### src/rtl/edge_port_adapter_pkg.sv
// noc_pkg: shared constants for the mesh edge-port adapter slice.
//   FLIT_W        packet width carried on every port
//   TX_DEPTH_DEF  default host-to-mesh FIFO depth
//   RX_DEPTH_DEF  default mesh-to-host FIFO depth
//   STAT_W        width of the optional transfer counters
package noc_pkg;
    localparam int FLIT_W       = 32;
    localparam int TX_DEPTH_DEF = 4;
    localparam int RX_DEPTH_DEF = 4;
    localparam int STAT_W       = 16;
endpackage

### src/rtl/edge_port_adapter_if.sv
// edge_port_adapter_if: bundles the host-side and router-side handshakes of
// the edge-port adapter.
//   slave  : the adapter's view (accepts host_tx_*, din/vin; produces
//            host_rx_*, dout/vout, rout)
//   master : the surrounding host/router view (opposite directions)
import noc_pkg::*;

interface edge_port_adapter_if;
    logic [FLIT_W-1:0] host_tx_data;
    logic              host_tx_valid;
    logic              host_tx_ready;
    logic [FLIT_W-1:0] host_rx_data;
    logic              host_rx_valid;
    logic              host_rx_ready;
    logic [FLIT_W-1:0] dout;
    logic              vout;
    logic              rin;
    logic [FLIT_W-1:0] din;
    logic              vin;
    logic              rout;

    modport slave (
        input  host_tx_data, host_tx_valid, host_rx_ready, rin, din, vin,
        output host_tx_ready, host_rx_data, host_rx_valid, dout, vout, rout
    );

    modport master (
        output host_tx_data, host_tx_valid, host_rx_ready, rin, din, vin,
        input  host_tx_ready, host_rx_data, host_rx_valid, dout, vout, rout
    );
endinterface

### src/rtl/edge_port_adapter_fifo.sv
// sync_fifo: single-clock valid/ready FIFO used for both adapter directions.
//   clk, rst              clock, synchronous active-high reset
//   in_data/valid/ready   write side; accepted when in_valid && in_ready
//   out_data/valid/ready  read side; head is presented, popped on
//                         out_valid && out_ready
// DEPTH must be a power of two >= 2 so the pointers wrap naturally.
import noc_pkg::*;

module sync_fifo #(
    parameter int WIDTH = FLIT_W,
    parameter int DEPTH = 4
) (
    input  logic             clk,
    input  logic             rst,
    input  logic [WIDTH-1:0] in_data,
    input  logic             in_valid,
    output logic             in_ready,
    output logic [WIDTH-1:0] out_data,
    output logic             out_valid,
    input  logic             out_ready
);
    localparam int AW = $clog2(DEPTH);
    localparam logic [AW:0] FULL_CNT = (AW+1)'(DEPTH);

    logic [WIDTH-1:0] mem [DEPTH];
    logic [AW-1:0]    wr_ptr;
    logic [AW-1:0]    rd_ptr;
    logic [AW:0]      count;
    logic             alive;
    logic             full;
    logic             empty;
    logic             push;
    logic             pop;

    assign full  = (count == FULL_CNT);
    assign empty = (count == '0);

    // alive holds ready low throughout reset and releases it one edge later.
    assign in_ready  = alive && !full;
    assign out_valid = !empty;
    // Head is masked when empty so stale storage never reaches the outputs.
    assign out_data  = empty ? '0 : mem[rd_ptr];

    assign push = in_valid && in_ready;
    assign pop  = out_valid && out_ready;

    always_ff @(posedge clk) begin
        if (push) begin
            mem[wr_ptr] <= in_data;
        end
    end

    always_ff @(posedge clk) begin
        if (rst) begin
            wr_ptr <= '0;
            rd_ptr <= '0;
            count  <= '0;
            alive  <= 1'b0;
        end else begin
            alive <= 1'b1;
            if (push) begin
                wr_ptr <= wr_ptr + 1'b1;
            end
            if (pop) begin
                rd_ptr <= rd_ptr + 1'b1;
            end
            unique case ({push, pop})
                2'b10:   count <= count + 1'b1;
                2'b01:   count <= count - 1'b1;
                default: count <= count;
            endcase
        end
    end
endmodule

### src/rtl/edge_port_adapter.sv
// edge_port_adapter: couples a host stream to a mesh router boundary port.
//   clk, rst   clock, synchronous active-high reset
//   bus        edge_port_adapter_if.slave
//                host_tx_* -> TX FIFO -> dout/vout (router accepts on rin)
//                din/vin -> RX FIFO (rout = space) -> host_rx_*
// Optional EDGE_PORT_STATS_EN adds:
//   stats_clr  clears both counters (wins over a same-cycle increment)
//   tx_count   mesh-side TX transfers (vout && rin), wraps at 16 bits
//   rx_count   mesh-side RX transfers (vin && rout), wraps at 16 bits
import noc_pkg::*;

module edge_port_adapter #(
    parameter int TX_DEPTH = TX_DEPTH_DEF,
    parameter int RX_DEPTH = RX_DEPTH_DEF
) (
    input  logic                clk,
    input  logic                rst,
`ifdef EDGE_PORT_STATS_EN
    input  logic                stats_clr,
    output logic [STAT_W-1:0]   tx_count,
    output logic [STAT_W-1:0]   rx_count,
`endif
    edge_port_adapter_if.slave  bus
);
    sync_fifo #(.WIDTH(FLIT_W), .DEPTH(TX_DEPTH)) u_tx_fifo (
        .clk       (clk),
        .rst       (rst),
        .in_data   (bus.host_tx_data),
        .in_valid  (bus.host_tx_valid),
        .in_ready  (bus.host_tx_ready),
        .out_data  (bus.dout),
        .out_valid (bus.vout),
        .out_ready (bus.rin)
    );

    sync_fifo #(.WIDTH(FLIT_W), .DEPTH(RX_DEPTH)) u_rx_fifo (
        .clk       (clk),
        .rst       (rst),
        .in_data   (bus.din),
        .in_valid  (bus.vin),
        .in_ready  (bus.rout),
        .out_data  (bus.host_rx_data),
        .out_valid (bus.host_rx_valid),
        .out_ready (bus.host_rx_ready)
    );

`ifdef EDGE_PORT_STATS_EN
    always_ff @(posedge clk) begin
        if (rst || stats_clr) begin
            tx_count <= '0;
            rx_count <= '0;
        end else begin
            if (bus.vout && bus.rin) begin
                tx_count <= tx_count + 1'b1;
            end
            if (bus.vin && bus.rout) begin
                rx_count <= rx_count + 1'b1;
            end
        end
    end
`endif
endmodule

### src/flat_wrapper.sv
// flat-port wrapper written by rule: the top's interface ports become plain ports
module edge_port_adapter_flat 
#(
    parameter int TX_DEPTH = TX_DEPTH_DEF,
    parameter int RX_DEPTH = RX_DEPTH_DEF
)
  (clk, rst, bus_host_tx_data, bus_host_tx_valid, bus_host_rx_ready, bus_rin, bus_din, bus_vin, bus_host_tx_ready, bus_host_rx_data, bus_host_rx_valid, bus_dout, bus_vout, bus_rout);
  edge_port_adapter_if bus_i ();
  input  logic clk;
  input  logic rst;
  input wire logic [$bits(bus_i.host_tx_data)-1:0] bus_host_tx_data;
  input wire logic [$bits(bus_i.host_tx_valid)-1:0] bus_host_tx_valid;
  input wire logic [$bits(bus_i.host_rx_ready)-1:0] bus_host_rx_ready;
  input wire logic [$bits(bus_i.rin)-1:0] bus_rin;
  input wire logic [$bits(bus_i.din)-1:0] bus_din;
  input wire logic [$bits(bus_i.vin)-1:0] bus_vin;
  output wire logic [$bits(bus_i.host_tx_ready)-1:0] bus_host_tx_ready;
  output wire logic [$bits(bus_i.host_rx_data)-1:0] bus_host_rx_data;
  output wire logic [$bits(bus_i.host_rx_valid)-1:0] bus_host_rx_valid;
  output wire logic [$bits(bus_i.dout)-1:0] bus_dout;
  output wire logic [$bits(bus_i.vout)-1:0] bus_vout;
  output wire logic [$bits(bus_i.rout)-1:0] bus_rout;
  assign bus_i.host_tx_data = bus_host_tx_data;
  assign bus_i.host_tx_valid = bus_host_tx_valid;
  assign bus_i.host_rx_ready = bus_host_rx_ready;
  assign bus_i.rin = bus_rin;
  assign bus_i.din = bus_din;
  assign bus_i.vin = bus_vin;
  assign bus_host_tx_ready = bus_i.host_tx_ready;
  assign bus_host_rx_data = bus_i.host_rx_data;
  assign bus_host_rx_valid = bus_i.host_rx_valid;
  assign bus_dout = bus_i.dout;
  assign bus_vout = bus_i.vout;
  assign bus_rout = bus_i.rout;
  edge_port_adapter #(.TX_DEPTH(TX_DEPTH), .RX_DEPTH(RX_DEPTH)) u_core (.clk(clk), .rst(rst), .bus(bus_i));
endmodule
### config.mk
export PLATFORM = sky130hd
export DESIGN_NAME = edge_port_adapter_flat
export DESIGN_NICKNAME = d
export VERILOG_FILES = /design/src/rtl/edge_port_adapter_pkg.sv /design/src/rtl/edge_port_adapter_if.sv /design/src/rtl/edge_port_adapter_fifo.sv /design/src/rtl/edge_port_adapter.sv /design/src/flat_wrapper.sv
export SDC_FILE = /design/constraint.sdc
export NUM_CORES = 1
export LEC_CHECK = 0
export CAP_MARGIN = 20
export CORE_ASPECT_RATIO = 1.1
export CORE_MARGIN = 10
export CORE_UTILIZATION = 45
export DETAILED_ROUTE_END_ITERATION = 16
export PLACE_DENSITY = 0.68
export SLEW_MARGIN = 20
export SYNTH_ARGS = -nofsm -noshare
export SYNTH_HDL_FRONTEND = slang
export SYNTH_SLANG_ARGS = --single-unit
### constraint.sdc
create_clock -name clk -period 2.4 [get_ports clk]
set_input_delay 0.6 -clock clk [delete_from_list [all_inputs] [get_ports clk]]
set_output_delay 0.6 -clock clk [all_outputs]
set_load 0.01 [all_outputs]
==> results summary, run 1 <==
The clock transition at the register clock pins on the worst setup and hold paths after CTS is 0.06 ns. The number of buffer and inverter stages on the critical path is 3. The startpoint identified for the worst register-to-register timing path is u_core.u_rx_fifo.count[0]$_SDFFE_PP0P_.

Before antenna repair, the detailed router went through 4 iterations. The number of instances on the worst hold path is 2. In this design, the largest share of critical-path delay is due to multiplexers. The CTS buffer count is 28.

The worst hold margin is 0.487 ns. The share of synthesized flip-flops with an asynchronous set or reset is 0%. The critical path launch point type is a flip-flop.

The share of cells above drive strength 1 came out at 38.6%. The number of DRC violations after detailed routing came out at 0. The achievable clock frequency is 391 MHz. The fraction of the mapped netlist area in adder cells came out at 1.52%. The share of cell area taken by muxes after synthesis is 13.7%. During synthesis, Yosys emitted a total of 0 warnings. The critical path class is flip-flop to output port. Synthesis inferred 275 register bits. The synthesized netlist net count came out at 600. The main combinational cell family by area after synthesis is multiplexers. Setup violations remaining at the end of the flow were counted as 63. The largest buffer count on any clock path is 3. In this run, distinct cell masters in the synthesized netlist total 27. The TritonCTS clock tree is built. The critical hold path startpoint is u_core.u_tx_fifo.rd_ptr[1]$_SDFFE_PP0P_. For this configuration, the core starts out at a cell density of 45.7%. The area enclosed by the die boundary came out at 30,700 um^2.

The worst-case headroom to the max-slew limit came out at 67.3%. The number of instances in the synthesized netlist came out at 518. In this run the mean area of a mapped cell was 20.9 um^2.

The synthesized-area fraction occupied by ao, oa, aoi and oai cells came out at 0.901%. The number of global-route vias before repair is 5,996. The total count of max-transition violations in the final report is 0. Overall power consumption after layout is estimated at 15.6 mW. For the finished layout, the period the worst path requires is 2.56 ns.

The half-perimeter wire length after placement is 13.7 mm. The largest net degree at the start of global routing came out at 33. The top fanout value on the critical path came out at 9. The growth of design area from synthesis to finish is 31.7%.

The diode insertion count for antenna repair came out at 0. Sequential elements use 74.5% of the synthesized area. After detailed routing, the average wire length per cell comes to 21.0 um. The placement-stage worst setup slack is -0.249 ns. The flow ran to the end, but the final reports show violations.

The library cell with the largest summed area after synthesis is edfxtp_1. During placement, the flow inserted port buffers numbering 137. After detailed routing, the number of vias per cell comes to 5.19. The boundary pin count came out at 138. The reg-to-reg setup timing slack is 0.34 ns.

The final wirelength is 22.3 mm. The post-synthesis share of cell area spent on and, or, nand and nor gates is 6.37%. The worst clock skew is 0.0104 ns. The worst setup margin came out at -0.159 ns.

The count of nets left with antenna violations once routing finished came out at 0. The final weighted congestion in routability-driven placement is 0.750. The final number of hold-violating endpoints was 0. The synthesized netlist devotes 0.485% of its cell area to XOR and XNOR gates. The depth of the CTS H-tree came out at 1. The type of element capturing the critical path is an output port. The final reports fail on setup timing. Dividing the final minimum period by the clock period gives 107%. Across the run, the number of max-cap violations was 0. Data arrives at the worst endpoint at 1.96 ns.

Traced cell by cell, the critical path runs through buf_12 -> buf_4 -> mux4_2 -> nor2b_1 -> buf_2. The leftover overflow at the end of global routing came out at 0. The floorplan step defined a core boundary enclosing 23,700 um^2.

The cell type of the slowest stage on the worst timing path is mux4_2. The top-area cell type share of the netlist area came out at 71.0%. The cell at the root of the clock tree is clkbuf_16.

The clock sink count is 275. Setup repair after global routing could not meet its margin everywhere. The total via count in the routed design came out at 5,486. On the worst path, the slowest cell contributes a delay of 0.48 ns. The endpoint identified for the worst register-to-register timing path is u_core.u_rx_fifo.count[2]$_SDFFE_PP0P_.

The global-route total usage across every layer is 14.0%. The placement row count is 59. VDD sags by at most 0.000771 V. The number of cells on the worst reg-to-reg path is 9. For this run, the leading register cell type out of synthesis is edfxtp_1. The die is 168 um wide. Data on the critical path is required at its endpoint by 1.80 ns.

The number of enable flip-flop cells after synthesis came out at 256. At the pin with the least slew margin, the transition time is 0.489 ns. For this design, the CTS-stage hold fixing added 0 buffers. After routing, the total negative slack on setup checks comes to -6.23 ns. The cell area that synthesis handed to floorplanning was 10,800 um^2.

The global-route wire length before repair is 34.1 mm. The initial antenna violation count came out at 0. The first-iteration detailed-routing DRC count is 272. After synthesis, the cell types taking the most area are edfxtp_1 71%, mux4_2 13%, dfxtp_1 3.5%. For the worst-skew pair, the clock arrives at the later sink with an insertion delay of 0.53 ns. The final core utilization is 60.2%. The path class of the tightest hold or removal check is flip-flop to flip-flop. The post-layout net count came out at 813. The power density over the cells is 1090 nW/um^2. The die is 183 um tall.

Summed over all cells, the static leakage comes to 4.94 nW.
cells in the final DEF, fill, tap and decap left out, drive strengths merged, types with 9 or more instances in the layout:
cell / count
clkinv: 9
mux4: 64
nor2b: 64
clkbuf: 40
edfxtp: 256
nor2: 16
dfxtp: 19
buf: 129
inv: 18
clkdlybuf4s50: 69
ha: 10
worst max path at each step:
stage,from,endpoint,slack (ns),depth (start not counted)
after floorplan,bus_host_tx_valid,u_core.u_tx_fifo.mem[0][0]$_DFFE_PP_,0.31,3
after global placement,bus_rin,u_core.u_tx_fifo.count[2]$_SDFFE_PP0P_,-0.12,9
after detailed placement,bus_rin,u_core.u_tx_fifo.count[2]$_SDFFE_PP0P_,-0.25,9
after CTS,flip-flop,bus_dout[10],-0.24,4
after global routing,flip-flop,bus_dout[26],-0.22,4
final,flip-flop,bus_dout[6],-0.16,5
power breakdown:
group,total [mW],internal (mW),switching [mW]
Combinational,5.71,3.25,2.45
Sequential,5.67,5.50,0.170
Clock,4.22,2.50,1.72
tightest hold or removal path, stage by stage, from the launching register on:
cell and delay (ns):
dfxtp_1 0.30, o21ai_0 0.07, a21oi_1 0.07
sequential cells by signal (all words and copies together), names as in the netlist, named ones only:
| register | flops |
|---|---|
| u_core.u_tx_fifo.mem | 128 |
| u_core.u_rx_fifo.rd_ptr | 2 |
| u_core.u_rx_fifo.count | 3 |
| u_core.u_tx_fifo.count | 3 |
| u_core.u_tx_fifo.rd_ptr | 2 |
| u_core.u_tx_fifo.alive | 1 |
| u_core.u_tx_fifo.wr_ptr | 2 |
| u_core.u_rx_fifo.wr_ptr | 2 |
| u_core.u_rx_fifo.mem | 128 |
logic make-up (layout without fill, tap and decap cells):
group / count (synthesis) / count (layout)
and+or+nand+nor: 102 / 102
AOI/OAI and AO/OA: 16 / 16
muxes: 68 / 68
xor gates and xnor gates: 6 / 6
buffers and inverters: 39 / 274
DFF: 275 / 275
adders and majority gates: 12 / 12
routing by layer:
layer | vias to the layer above | routed length, um | GRT usage [%]
li1 | 2470 | - | -
met5 | - | 0 | 0
met2 | 167 | 11300 | 23.8
met4 | 0 | 274 | 2.82
met3 | 22 | 1460 | 3.33
met1 | 2827 | 9240 | 17.9
layout make-up:
class / count / area [um^2]
fillers: 1720 / 9430
flip-flops and latches: 275 / 8080
multi-input cells: 204 / 2650
repair buffers: 205 / 2180
clock buffers: 39 / 783
well taps: 305 / 382
clock inverters: 13 / 129
inverters: 17 / 63.8
what timing repair did:
item	in CTS	in global routing
setup buffers	16	16
pin swaps	2	0
endpoints found under the setup margin	68	64
resized for setup	285	58
gates cloned	3	0
cell usage after synthesis (2+ instances only):
| library cell | count |
|---|---|
| ha_1 | 10 |
| xor2_1 | 6 |
| clkbuf_1 | 4 |
| edfxtp_1 | 256 |
| buf_6 | 2 |
| mux2_1 | 2 |
| and2_1 | 8 |
| mux2i_1 | 2 |
| nor2_1 | 16 |
| buf_2 | 9 |
| nor2b_4 | 13 |
| o21ai_0 | 4 |
| a21oi_1 | 6 |
| nand2_1 | 8 |
| fa_1 | 2 |
| dfxtp_1 | 19 |
| mux4_2 | 64 |
| a21boi_0 | 2 |
| inv_1 | 17 |
| or3_1 | 4 |
| buf_12 | 6 |
| nor2b_1 | 51 |
| o31ai_1 | 2 |
| a21oi_2 | 2 |
metrics by stage:
step / cells / cell area, um^2
5_1_grt: 1058 / 14300
3_3_place_gp: 971 / 12900
6_report: 1058 / 14300
4_1_cts: 1042 / 13900
3_5_place_dp: 971 / 12900
2_1_floorplan: 518 / 10800
Power figures use the tool's default switching activity.
==> run 2: changes to the inputs <==
Settings changed: GPL_TIMING_DRIVEN set to 0.
==> results summary, run 2 (same netlist as run 1, synthesis figures left out) <==
The flow ran to the end, but the final reports show violations. The checks that failed: setup timing. The boundary pin count is 138. The clock network latency to the later pin of the worst-skew pair is 0.53 ns. The library cell used most frequently in the layout, excluding fill and tap cells, is edfxtp_1. The initial antenna violation count came to 2. The slowest stage of the critical path is the mux4_2 cell. The post-layout net count is 800. The final weighted congestion in routability-driven placement is 0.735. The depth of the CTS H-tree came out at 1. The power density over the cells is 1110 nW/um^2. The initial core utilization came out at 45.7%. The number of cells on the worst reg-to-reg path is 9.

The placed instance count is 967. The top fanout value on the critical path is 7. The largest registers in the layout are u_core.u_rx_fifo.mem: 128 flops, u_core.u_tx_fifo.mem: 128 flops. Once detail routing completed, the nets flagged for antenna violations numbered 0. The startpoint identified for the worst register-to-register timing path is u_core.u_tx_fifo.count[0]$_SDFFE_PP0P_.

The leftover overflow at the end of global routing came out at 0. The maximum vdd ir drop is 0.000782 V. For the final database, setup skew stands at 0.00840 ns.

The reg-to-reg setup timing slack came out at 0.29 ns. The endpoint identified for the worst register-to-register timing path is u_core.u_tx_fifo.count[2]$_SDFFE_PP0P_. Data on the critical path arrives at its endpoint at 2.00 ns. The total via count in the routed design is 5,416. The total net switching power came out at 4.47 mW. The number of instances on the worst hold path came out at 2.

The most numerous cell type found on the critical path is buf_12. Internal power comes to 11.5 mW. STA classifies the critical path startpoint as a flip-flop. The number of global-route vias before repair is 6,100. Counting along the longest clock path gives a buffer depth of 3. In this run switching power makes up 28.0% of total power. The final wirelength came out at 22.5 mm. The floorplan die width is 168 um. The cell family contributing the most delay on the critical path is multiplexers. In this run the most critical hold path is launched from rst. The global-route total usage across every layer came out at 14.4%.

The number of detailed-route iterations in the first pass is 5. Setup violations remaining at the end of the flow were counted as 64. For the worst setup path, the data required time is 1.80 ns. Walking the worst path, the cells encountered are buf_12 -> buf_12 -> buf_12 -> mux4_2 -> nor2b_4 -> buf_6. The number of standard cells in the layout, taps in and fillers out came out at 1,046. In the layout the commonest cells are 256 x edfxtp_1, 68 x clkdlybuf4s50_1, 64 x mux4_2. The number of buffer and inverter stages on the critical path came out at 4. The share of total power in sequential cells came out at 35.3%. The critical path in this run is classified as flip-flop to output port. The type of element capturing the critical path is an output port. The area enclosed by the die boundary is 30,700 um^2. The floorplan has 59 rows.

The number of hold buffers added after CTS came out at 0. The die boundary height came out at 183 um. For hold timing, the worst endpoint is u_core.u_rx_fifo.count[2]$_SDFFE_PP0P_. The clock transition at the register clock pins on the worst setup and hold paths after CTS is 0.06 ns. The worst setup margin came out at -0.205 ns. The worst-case headroom to the max-slew limit came out at 60.5%. The transition time of the tightest slew-check pin is 0.593 ns. The total of max-cap violations came out at 0. Setup repair after global routing could not meet its margin everywhere.

Counting I/O delays and the setup requirement, the final critical path takes 2.60 ns. The number of port buffers is 136. The total leakage power is 4.96 nW. The ratio of routed vias to standard cells came out at 5.18. The detailed router finished its first iteration with 357 violations. The total count of max-transition violations in the final report came out at 0. The global-route wire length before repair is 35.1 mm. In this run the worst hold path is classified as input port to flip-flop. After legalization and detailed placement, the total HPWL measured 14.1 mm. The largest single stage delay on the critical path is 0.50 ns.

The placement-stage worst setup slack is -0.241 ns. The clock sink count is 275. The achievable clock frequency came out at 384 MHz.

The final number of hold-violating endpoints was 0. The CTS buffer count came out at 27. In this run, the clock network consumes 26.6% of the power. The combinational share of power is 38.1%. After floorplanning, the core was sized to cover 23,700 um^2. The final core utilization came out at 60.6%. After layout, the worst path uses 109% of the clock period. The share of cells above drive strength 1 is 40.1%. The routed wirelength normalized by instance count came out at 21.5 um. TritonCTS built the clock tree. The largest net degree at the start of global routing is 27. The number of DRC violations after detailed routing is 0.

The tree is rooted in a clkbuf_16. From synthesis to final layout, the design area changed by 32.5%.
run 2: cell count changes in the layout (fill, tap and decap cells not counted), moves of 3 or more:
| cell | previous run | this run |
|---|---|---|
| clkbuf_4 | 0 | 4 |
| buf_2 | 29 | 15 |
| buf_6 | 38 | 53 |
| nor2b_4 | 32 | 50 |
| buf_4 | 32 | 18 |
| nor2b_1 | 32 | 13 |
| diode_2 | 0 | 3 |
run 2: how the worst max path moves through the flow:
stage	cells past startpoint	startpoint	endpoint	slack [ns]
detailed placement	9	bus_host_rx_ready	u_core.u_rx_fifo.count[2]$_SDFFE_PP0P_	-0.24
CTS	6	flip-flop	bus_dout[9]	-0.24
global placement	4	bus_host_tx_valid	u_core.u_tx_fifo.mem[1][27]$_DFFE_PP_	-0.91
floorplan	3	bus_host_tx_valid	u_core.u_tx_fifo.mem[0][0]$_DFFE_PP_	0.31
finish	6	flip-flop	bus_host_rx_data[23]	-0.20
global route	6	flip-flop	bus_host_rx_data[23]	-0.29
run 2: worst register-to-register path, cell delays in order (launching register included):
cell	delay, ns
dfxtp_1	0.38
nor2_1	0.20
a21oi_2	0.13
inv_1	0.07
ha_1	0.18
inv_1	0.06
fa_1	0.38
xor2_1	0.17
or3_1	0.31
a21oi_1	0.15
run 2: timing repair:
action	CTS	global route
gates resized for setup	354	78
buffers inserted	17	11
gates cloned	6	0
setup endpoints to repair	68	65
pin swaps	2	1
run 2: layout make-up:
| class | count | area [um^2] |
|---|---|---|
| Fill cell | 1688 | 9340 |
| Antenna cell | 3 | 7.51 |
| Clock buffer | 33 | 718 |
| Multi-Input combinational cell | 204 | 2790 |
| Timing Repair Buffer | 172 | 1880 |
| Buffer | 21 | 260 |
| Tap cell | 305 | 382 |
| Clock inverter | 16 | 184 |
| Sequential cell | 275 | 8080 |
| Inverter | 17 | 63.8 |
run 2: metal layers:
layer,vias to the layer above,track usage (%),wire (um)
met5,-,0,0
met2,166,25.1,11700
li1,2433,-,-
met4,0,3.62,366
met1,2787,17.6,8830
met3,30,3.85,1620
run 2: power by group through the flow:
stage                     Clock [mW]  Combinational [mW]  Sequential [mW]
final                           4.26                6.08             5.64
after global routing            4.55                6.53             5.66
after CTS                       4.34                5.62             5.64
after detailed placement           0                4.68             5.72
after global placement             0                4.58             5.70
after floorplan                    0                2.73             5.68
run 2: through the flow:
| step | hold WS, ns | instance area [um^2] | setup TNS [ns] | power, mW |
|---|---|---|---|---|
| 2_1_floorplan | 0.459 | 10800 | 0 | 8.41 |
| 3_3_place_gp | 0.470 | 12600 | -220.09 | 10.3 |
| 3_5_place_dp | 0.490 | 12800 | -11.40 | 10.4 |
| 4_1_cts | 0.439 | 14100 | -12.41 | 15.6 |
| 5_1_grt | 0.464 | 14400 | -13.22 | 16.7 |
| 6_report | 0.441 | 14400 | -8.75 | 16.0 |
==> run 3: changes to the inputs <==
Settings changed: SYNTH_HIERARCHICAL set to 1.
==> results summary, run 3 <==
The worst register-to-register path ends at u_core/u_rx_fifo/count[2]$_SDFFE_PP0P_. The total of max-cap violations came out at 0. The floorplan has 59 rows. The total via count in the routed design came out at 5,361. The relative contribution of the clock network to total power came out at 26.7%. The worst reg-to-reg path cell count is 9. The area growth from synthesis to layout is 29.8%. The total count of max-transition violations in the final report came out at 0. The leftover overflow at the end of global routing is 0. The final weighted congestion in routability-driven placement came out at 0.781. The repair_antennas step left the layout with diodes totalling 0. Sorting the synthesized cells by area gives the leading types as edfxtp_1 71%, mux4_2 13%, dfxtp_1 3.7%. The initial core utilization came out at 45.7%.

The register bit total from synthesis is 276. Timing would allow up to 396 MHz. For this run, design rule violations remaining after detail routing come to 0. The most common cell in the synthesized netlist is edfxtp_1. The CTS buffer count is 28.

The synthesized design spends more area on one cell type than any other, namely edfxtp_1. Across every metal layer, demand over resource in global routing totals 13.8%. STA puts the critical path data required time at 1.80 ns. The library cell used most frequently in the layout, excluding fill and tap cells, is edfxtp_1.

The type of element capturing the critical path is an output port. The completed layout was analyzed and its total power is 15.1 mW. In this run the most critical hold path is launched from rst.

The minimum clock period after layout is 2.53 ns. The worst stage delay on the critical path came out at 0.50 ns. The commonest cells after synthesis are 256 x edfxtp_1, 64 x mux4_2, 60 x nor2b_1, 20 x dfxtp_1, 18 x inv_1. In this run the worst path has a maximum fanout of 8. The initial antenna violation count is 2. The final cycle utilization of the critical path came out at 105%.

The first global-routing pass estimated 33.8 mm of wire. The worst hold path passes through 2 cells. After layout, the worst setup slack is -0.126 ns. The floorplan die width is 168 um. The total leakage power came out at 4.82 nW. The post-layout net count came out at 797. The final antenna-violating net count came out at 0. After detailed routing, the average wire length per cell comes to 20.6 um. The die boundary height is 182 um. In the layout the commonest cells are 256 x edfxtp_1, 68 x clkdlybuf4s50_1, 64 x mux4_2. For hold timing, the worst endpoint is u_core/u_rx_fifo/count[1]$_SDFFE_PP0P_. The number of detailed-route iterations in the first pass came out at 4. The area enclosed by the die boundary came out at 30,600 um^2. The number of different library cells used by synthesis comes to 25. In this run, synthesis inferred 256 flip-flops with an integrated enable. The clock passes through at most 3 buffers. Counting stages on the worst path, the most repeated cell is buf_12. Clock-pin slew was measured on the worst setup and hold paths at 0.06 ns. The final number of hold-violating endpoints is 0. Clock latency on the worst-skew pair, taken at its later pin, is 0.53 ns. TritonCTS built the clock tree.

The flow ran to the end, but the final reports show violations. Setup repair after global routing could not meet its margin everywhere. The power density over the cells came out at 1080 nW/um^2. The clock sink count is 276. Across all register-to-register paths, the minimum setup slack is 0.30 ns. The worst hold path belongs to the class input port to flip-flop. The per-instance average area after synthesis came out at 20.7 um^2. The share of cells above drive strength 1 came out at 36.5%. The share of synthesized flip-flops with an asynchronous set or reset came out at 0%. The critical path data arrival time came out at 1.93 ns.

Headroom to the max-slew limit came out at 65.7%. The placement-stage worst setup slack is -0.267 ns. The total of fill cells in the finished design is 1,751. The synthesized netlist net count came out at 602. The post-synthesis instance area came out at 10,800 um^2. The first-iteration detailed-routing DRC count is 277.

The depth of the CTS H-tree came out at 1. The final wirelength came out at 21.5 mm. The final reports fail on setup timing. The number of port buffers is 136. The number of warnings issued by yosys is 6.

The maximum vdd ir drop is 0.000655 V. The number of global-route vias before repair came out at 5,791. The internal power contribution is 10.8 mW. The most used flip-flop cell after synthesis is edfxtp_1. The cell at the root of the clock tree is clkbuf_16. The transition time of the tightest slew-check pin came out at 0.515 ns.

The half-perimeter wire length after placement came out at 14.4 mm. The largest registers in the layout are u_core/u_rx_fifo/mem: 128 flops, u_core/u_tx_fifo/mem: 128 flops. STA classifies the critical path startpoint as a flip-flop. Sequential cells account for 37.5% of the total power. The number of instances in the synthesized netlist is 520. The switching share of total power came out at 27.9%. The boundary pin count came out at 138. The largest net degree at the start of global routing is 27. The signal on the critical path passes through buf_12 -> buf_12 -> mux4_2 -> nor2b_1 -> buf_2. The ratio of routed vias to standard cells came out at 5.14.

The total net switching power came out at 4.21 mW. The total of endpoints with negative setup slack in the final report is 64. The setup path with the least slack is of type flip-flop to output port. The largest individual stage delay along the critical path comes from the cell mux4_2.

Combinational logic is responsible for 35.8% of the overall power. The worst register-to-register path begins at u_core/u_rx_fifo/count[1]$_SDFFE_PP0P_. The core outline area came out at 23,600 um^2. The part of the Yosys area used for sequential elements is 75.0%. The number of hold buffers added after CTS came out at 0. The top-area cell type share of the netlist area came out at 71.3%.

The worst clock skew came out at 0.00966 ns.
==> run 3: changes by cell type in the layout (fill, tap and decap cells not counted), sizes merged <==
cell | before | now
dfxtp | 19 | 20
clkbuf | 40 | 45
bufinv | 4 | 0
diode | 3 | 0
inv | 17 | 19
buf | 114 | 109
==> run 3: logic make-up (layout without fill, tap and decap cells) <==
| group | count (synthesis) | count (layout) | synth area share (%) |
|---|---|---|---|
| AND/OR/NAND/NOR | 102 | 102 | 5.82 |
| multiplexers | 68 | 68 | 13.8 |
| AO/OA/AOI/OAI | 16 | 16 | 0.905 |
| flip-flops | 276 | 276 | 75.0 |
| adder cells (fa/ha/maj) | 12 | 12 | 1.53 |
| XOR/XNOR | 6 | 6 | 0.487 |
| buffers and inverters | 40 | 257 | 2.53 |
==> run 3: power groups by stage <==
stage | sequential (mW) | clock, mW | combinational, mW
global route | 5.67 | 4.32 | 5.80
detailed placement | 5.74 | 0 | 4.51
finish | 5.65 | 4.02 | 5.39
floorplan | 5.71 | 0 | 2.58
CTS | 5.65 | 4.12 | 5.07
global placement | 5.72 | 0 | 4.42
==> run 3: worst max-delay path, delay by kind of cell, from the launching register on <==
kind,cells,cell delay [ns]
flops,1,0.34
simple gates,1,0.14
buf+inv,3,0.43
mux,1,0.50
==> run 3: cell type report <==
cell class / instances / area (um^2) / share of cell area, %
Sequential cell: 276 / 8100 / 57.8
Multi-Input combinational cell: 204 / 2650 / 18.9
Timing Repair Buffer: 165 / 1680 / 12.0
Clock buffer: 39 / 793 / 5.67
Tap cell: 305 / 382 / 2.73
Buffer: 22 / 260 / 1.86
Clock inverter: 13 / 77.6 / 0.554
Inverter: 18 / 67.6 / 0.483
==> run 3: metrics by stage <==
step / area, um^2 / std cells / util, % / hold slack [ns] / setup TNS (ns)
2_1_floorplan: 10800 / 520 / - / 0.459 / 0
3_3_place_gp: 12500 / 961 / 53.0 / 0.476 / -205.54
3_5_place_dp: 12700 / 969 / 53.9 / 0.492 / -8.85
4_1_cts: 13800 / 1035 / 58.5 / 0.408 / -11.28
5_1_grt: 14000 / 1042 / 59.3 / 0.453 / -11.40
6_report: 14000 / 1042 / 59.3 / 0.437 / -6.43
==> run 3: repair_timing <==
action,4_1_cts,5_1_grt
gates cloned,6,0
resized for setup,330,44
setup endpoints to repair,68,66
pin swaps,2,2
setup buffers,8,13
==> run 3: how the worst max path moves through the flow <==
stage / depth (start not counted) / end / slack (ns)
final: 5 / bus_host_rx_data[2] / -0.13
after CTS: 6 / bus_dout[23] / -0.26
after detailed placement: 9 / u_core/u_rx_fifo/count[2]$_SDFFE_PP0P_ / -0.27
after global routing: 5 / bus_host_rx_data[2] / -0.21
after floorplan: 3 / u_core/u_rx_fifo/mem[0][0]$_DFFE_PP_ / 0.30
after global placement: 4 / u_core/u_rx_fifo/mem[0][20]$_DFFE_PP_ / -0.81
==> run 3: per-layer routing <==
layer / routed length [um] / GRT usage [%] / vias to the layer above
met3: 951 / 2.82 / 39
met4: 327 / 3.52 / 4
met1: 8650 / 16.7 / 2784
li1: - / - / 2428
met5: 34 / 0 / -
met2: 11500 / 24.8 / 106
==> variant, RTL diff (flow settings as in run 3) <==
Change the package constant `TX_DEPTH_DEF` from 4 to 2.
--- a/src/rtl/edge_port_adapter_pkg.sv
+++ b/src/rtl/edge_port_adapter_pkg.sv
@@ -6,5 +6,5 @@
 package noc_pkg;
     localparam int FLIT_W       = 32;
-    localparam int TX_DEPTH_DEF = 4;
+    localparam int TX_DEPTH_DEF = 2;
     localparam int RX_DEPTH_DEF = 4;
     localparam int STAT_W       = 16;
Function: changed (a bounded check fails within 4 cycles, from zero or initial values and one cycle with rst high).
==> variant against run 3 <==
  * The flow still finishes with violations (negative setup slack)
  * Routed wire length decreased by 21%
  * Total power decreased by 22%
  * Cell area decreased by 22%
  * First-iteration DRC count decreased by 44%
  * Count of clock-buffer cells in the layout decreased by 6
  * Via count decreased by 20%
  * Worst setup slack got worse by 0.020 ns
  * Area after synthesis decreased by 25%
  * Sequential cell count decreased by 68
  * Critical path type unchanged
  * Largest cell class unchanged
  * Largest power group unchanged
==> variant: results (changes against run 3) <==
| Metric | Value |
|---|---|
| Gate Count Post-Synth | 424 (-18%) |
| Hold path start | u_core/u_rx_fifo/rd_ptr[1] |
| Synth Area in Adders | 1.18% (-0.35 points) |
| Slew @ Worst Pin | 0.577 ns (+0.0625 ns) |
| Synth unique cells | 31 (+24%) |
| Compound-cell area share of the yosys netlist | 0.792% (-0.11 points) |
| Setup Skew | 0.0167 ns (+0.00706 ns) |
| Input/output buffers | 137 (+0.74%) |
| R2R Setup Slk | 0.39 ns (+0.09 ns) |
| Largest stage delay, worst path | 0.48 ns (-0.02 ns) |
| Post_cts resized | 241 (-27%) |
| Share of post-route cells with drive strength above 1 | 27.2% (-9.3 points) |
| Synth area leaders | edfxtp_1 72%, mux4_2 8.9%, mux2i_1 4.1% |
| Worst Hold Class | register to register |
| Slowest CP cell | mux4_2 |
| Clock buffer depth | 3 (unchanged) |
| Post-synthesis mux area share | 13.3% (-0.43 points) |
| Post-synth top cells | 192 x edfxtp_1, 46 x nor2_1, 33 x mux2i_1, 32 x mux4_2, 31 x nor2b_1 |
| CP top delay family | buffers and inverters |
| Status | finished, violations left |
| Total track usage | 14.1% (+0.30 points) |
| Final std cells w/o fill | 853 (-18%) |
| RR Startpoint | u_core/u_rx_fifo/count[1] |
| First-pass GRT wire length | 26.5 mm (-22%) |
| Critical path arrival | 1.95 ns (+0.02 ns) |
| Number of inserted diodes | 0 (unchanged) |
| Maximum VDD drop | 0.600 mV (-8.4%) |
| Worst skew pair latency | 0.49 ns (-0.04 ns) |
| Sequential share of the synthesized area | 75.6% (+0.59 points) |
| Routed vias/inst | 5.00 (-2.8%) |
| CTS buffer count | 22 (-21%) |
| Nets | 677 (-15%) |
| Count of flip-flops with a built-in enable after synthesis | 192 (-25%) |
| DR WL/cell | 19.8 um (-3.9%) |
| DR pass1 iterations | 4 (unchanged) |
| P_leak | 3.92 nW (-19%) |
| Setup violators final | 33 (-48%) |
| Syn_nets | 501 (-17%) |
| Crit path max fanout | 5 (-3) |
| Post-CTS Setup Bufs | 5 (-3) |
| Synth warn | 6 (unchanged) |
| Initial antenna violation count | 0 (-2) |
| Starting DRC count in detailed routing | 156 (-44%) |
| XOR/XNOR Fraction of Synth Area | 0.652% (+0.17 points) |
| Hold_ws | 0.486 ns (+0.0485 ns) |
| Final WS setup | -0.146 ns (-0.0197 ns) |
| Clock root cell | clkbuf_16 |
| Critical path class | register to output port |
| Placed cells | 805 (-17%) |
| Async S/R FF share, synth | 0% (unchanged) |
| Vias in the first global route | 4,648 (-20%) |
| HPWL Detailed | 11.6 mm (-20%) |
| Largest net degree at the start of global routing | 24 (-11%) |
| Largest registers | u_core/u_rx_fifo/mem: 128 flops, u_core/u_tx_fifo/mem: 64 flops, u_core/u_rx_fifo/count: 3 flops |
| Clock slew at reported path FFs | 0.06 ns (about the same) |
| H-tree depth | 1 (unchanged) |
| Violated checks | negative setup slack |
| GPL Wtd Cong | 0.755 (-3.4%) |
## variant: cell types whose count changed after synthesis, sizes merged, moves of 4 or more
| cell | change |
|---|---|
| edfxtp | -64 |
| mux4 | -32 |
| mux2i | +31 |
| nor2b | -31 |
| nor2 | +30 |
| inv | -6 |
| dfxtp | -4 |
| ha | -4 |
| nand2 | -4 |
## variant: cell type report
| class | instances | area [um2] |
|---|---|---|
| timing repair buffer | 152 | 1660 |
| tap | 238 | 298 |
| clock buffer | 33 | 643 |
| sequential | 208 | 6090 |
| clock inverter | 6 | 30.0 |
| fill | 1269 | 6720 |
| buffer | 18 | 213 |
| inverter | 12 | 45.0 |
| multi-input combinational | 186 | 1980 |
## variant: worst paths after layout
kind | to | depth (start not counted)
max | bus_host_rx_data[6] | 6
min | u_core/u_rx_fifo/rd_ptr[1] | 2
max reg2reg | u_core/u_rx_fifo/count[2] | 9
min reg2reg | u_core/u_rx_fifo/rd_ptr[1] | 2
## variant: metrics by stage
stage | setup TNS [ns] | setup slack, ns | area, um2
2_1_floorplan | 0 | 0.304 | 8060
3_3_place_gp | -145.26 | -0.907 | 9730
3_5_place_dp | -11.44 | -0.206 | 9900
4_1_cts | -4.95 | -0.186 | 10800
5_1_grt | -6.21 | -0.225 | 11000
6_report | -3.84 | -0.146 | 11000
## variant: report_power, final
group / leakage [nW] / total [mW] / switching, mW / internal (mW)
clock: 0.330 / 3.10 / 1.26 / 1.84
combinational: 1.71 / 4.31 / 1.97 / 2.34
sequential: 1.88 / 4.33 / 0.126 / 4.20
total: 3.92 / 11.7 / 3.35 / 8.39
## variant: layer usage
layer	wire, um	part of all wire [%]	vias to the layer above	GRT usage [%]
li1	-	-	1973	-
met4	276	1.6	0	3.38
met1	6680	39	2177	16.7
met3	833	4.9	21	3.15
met5	0	0	-	0
met2	9130	54	96	25.6
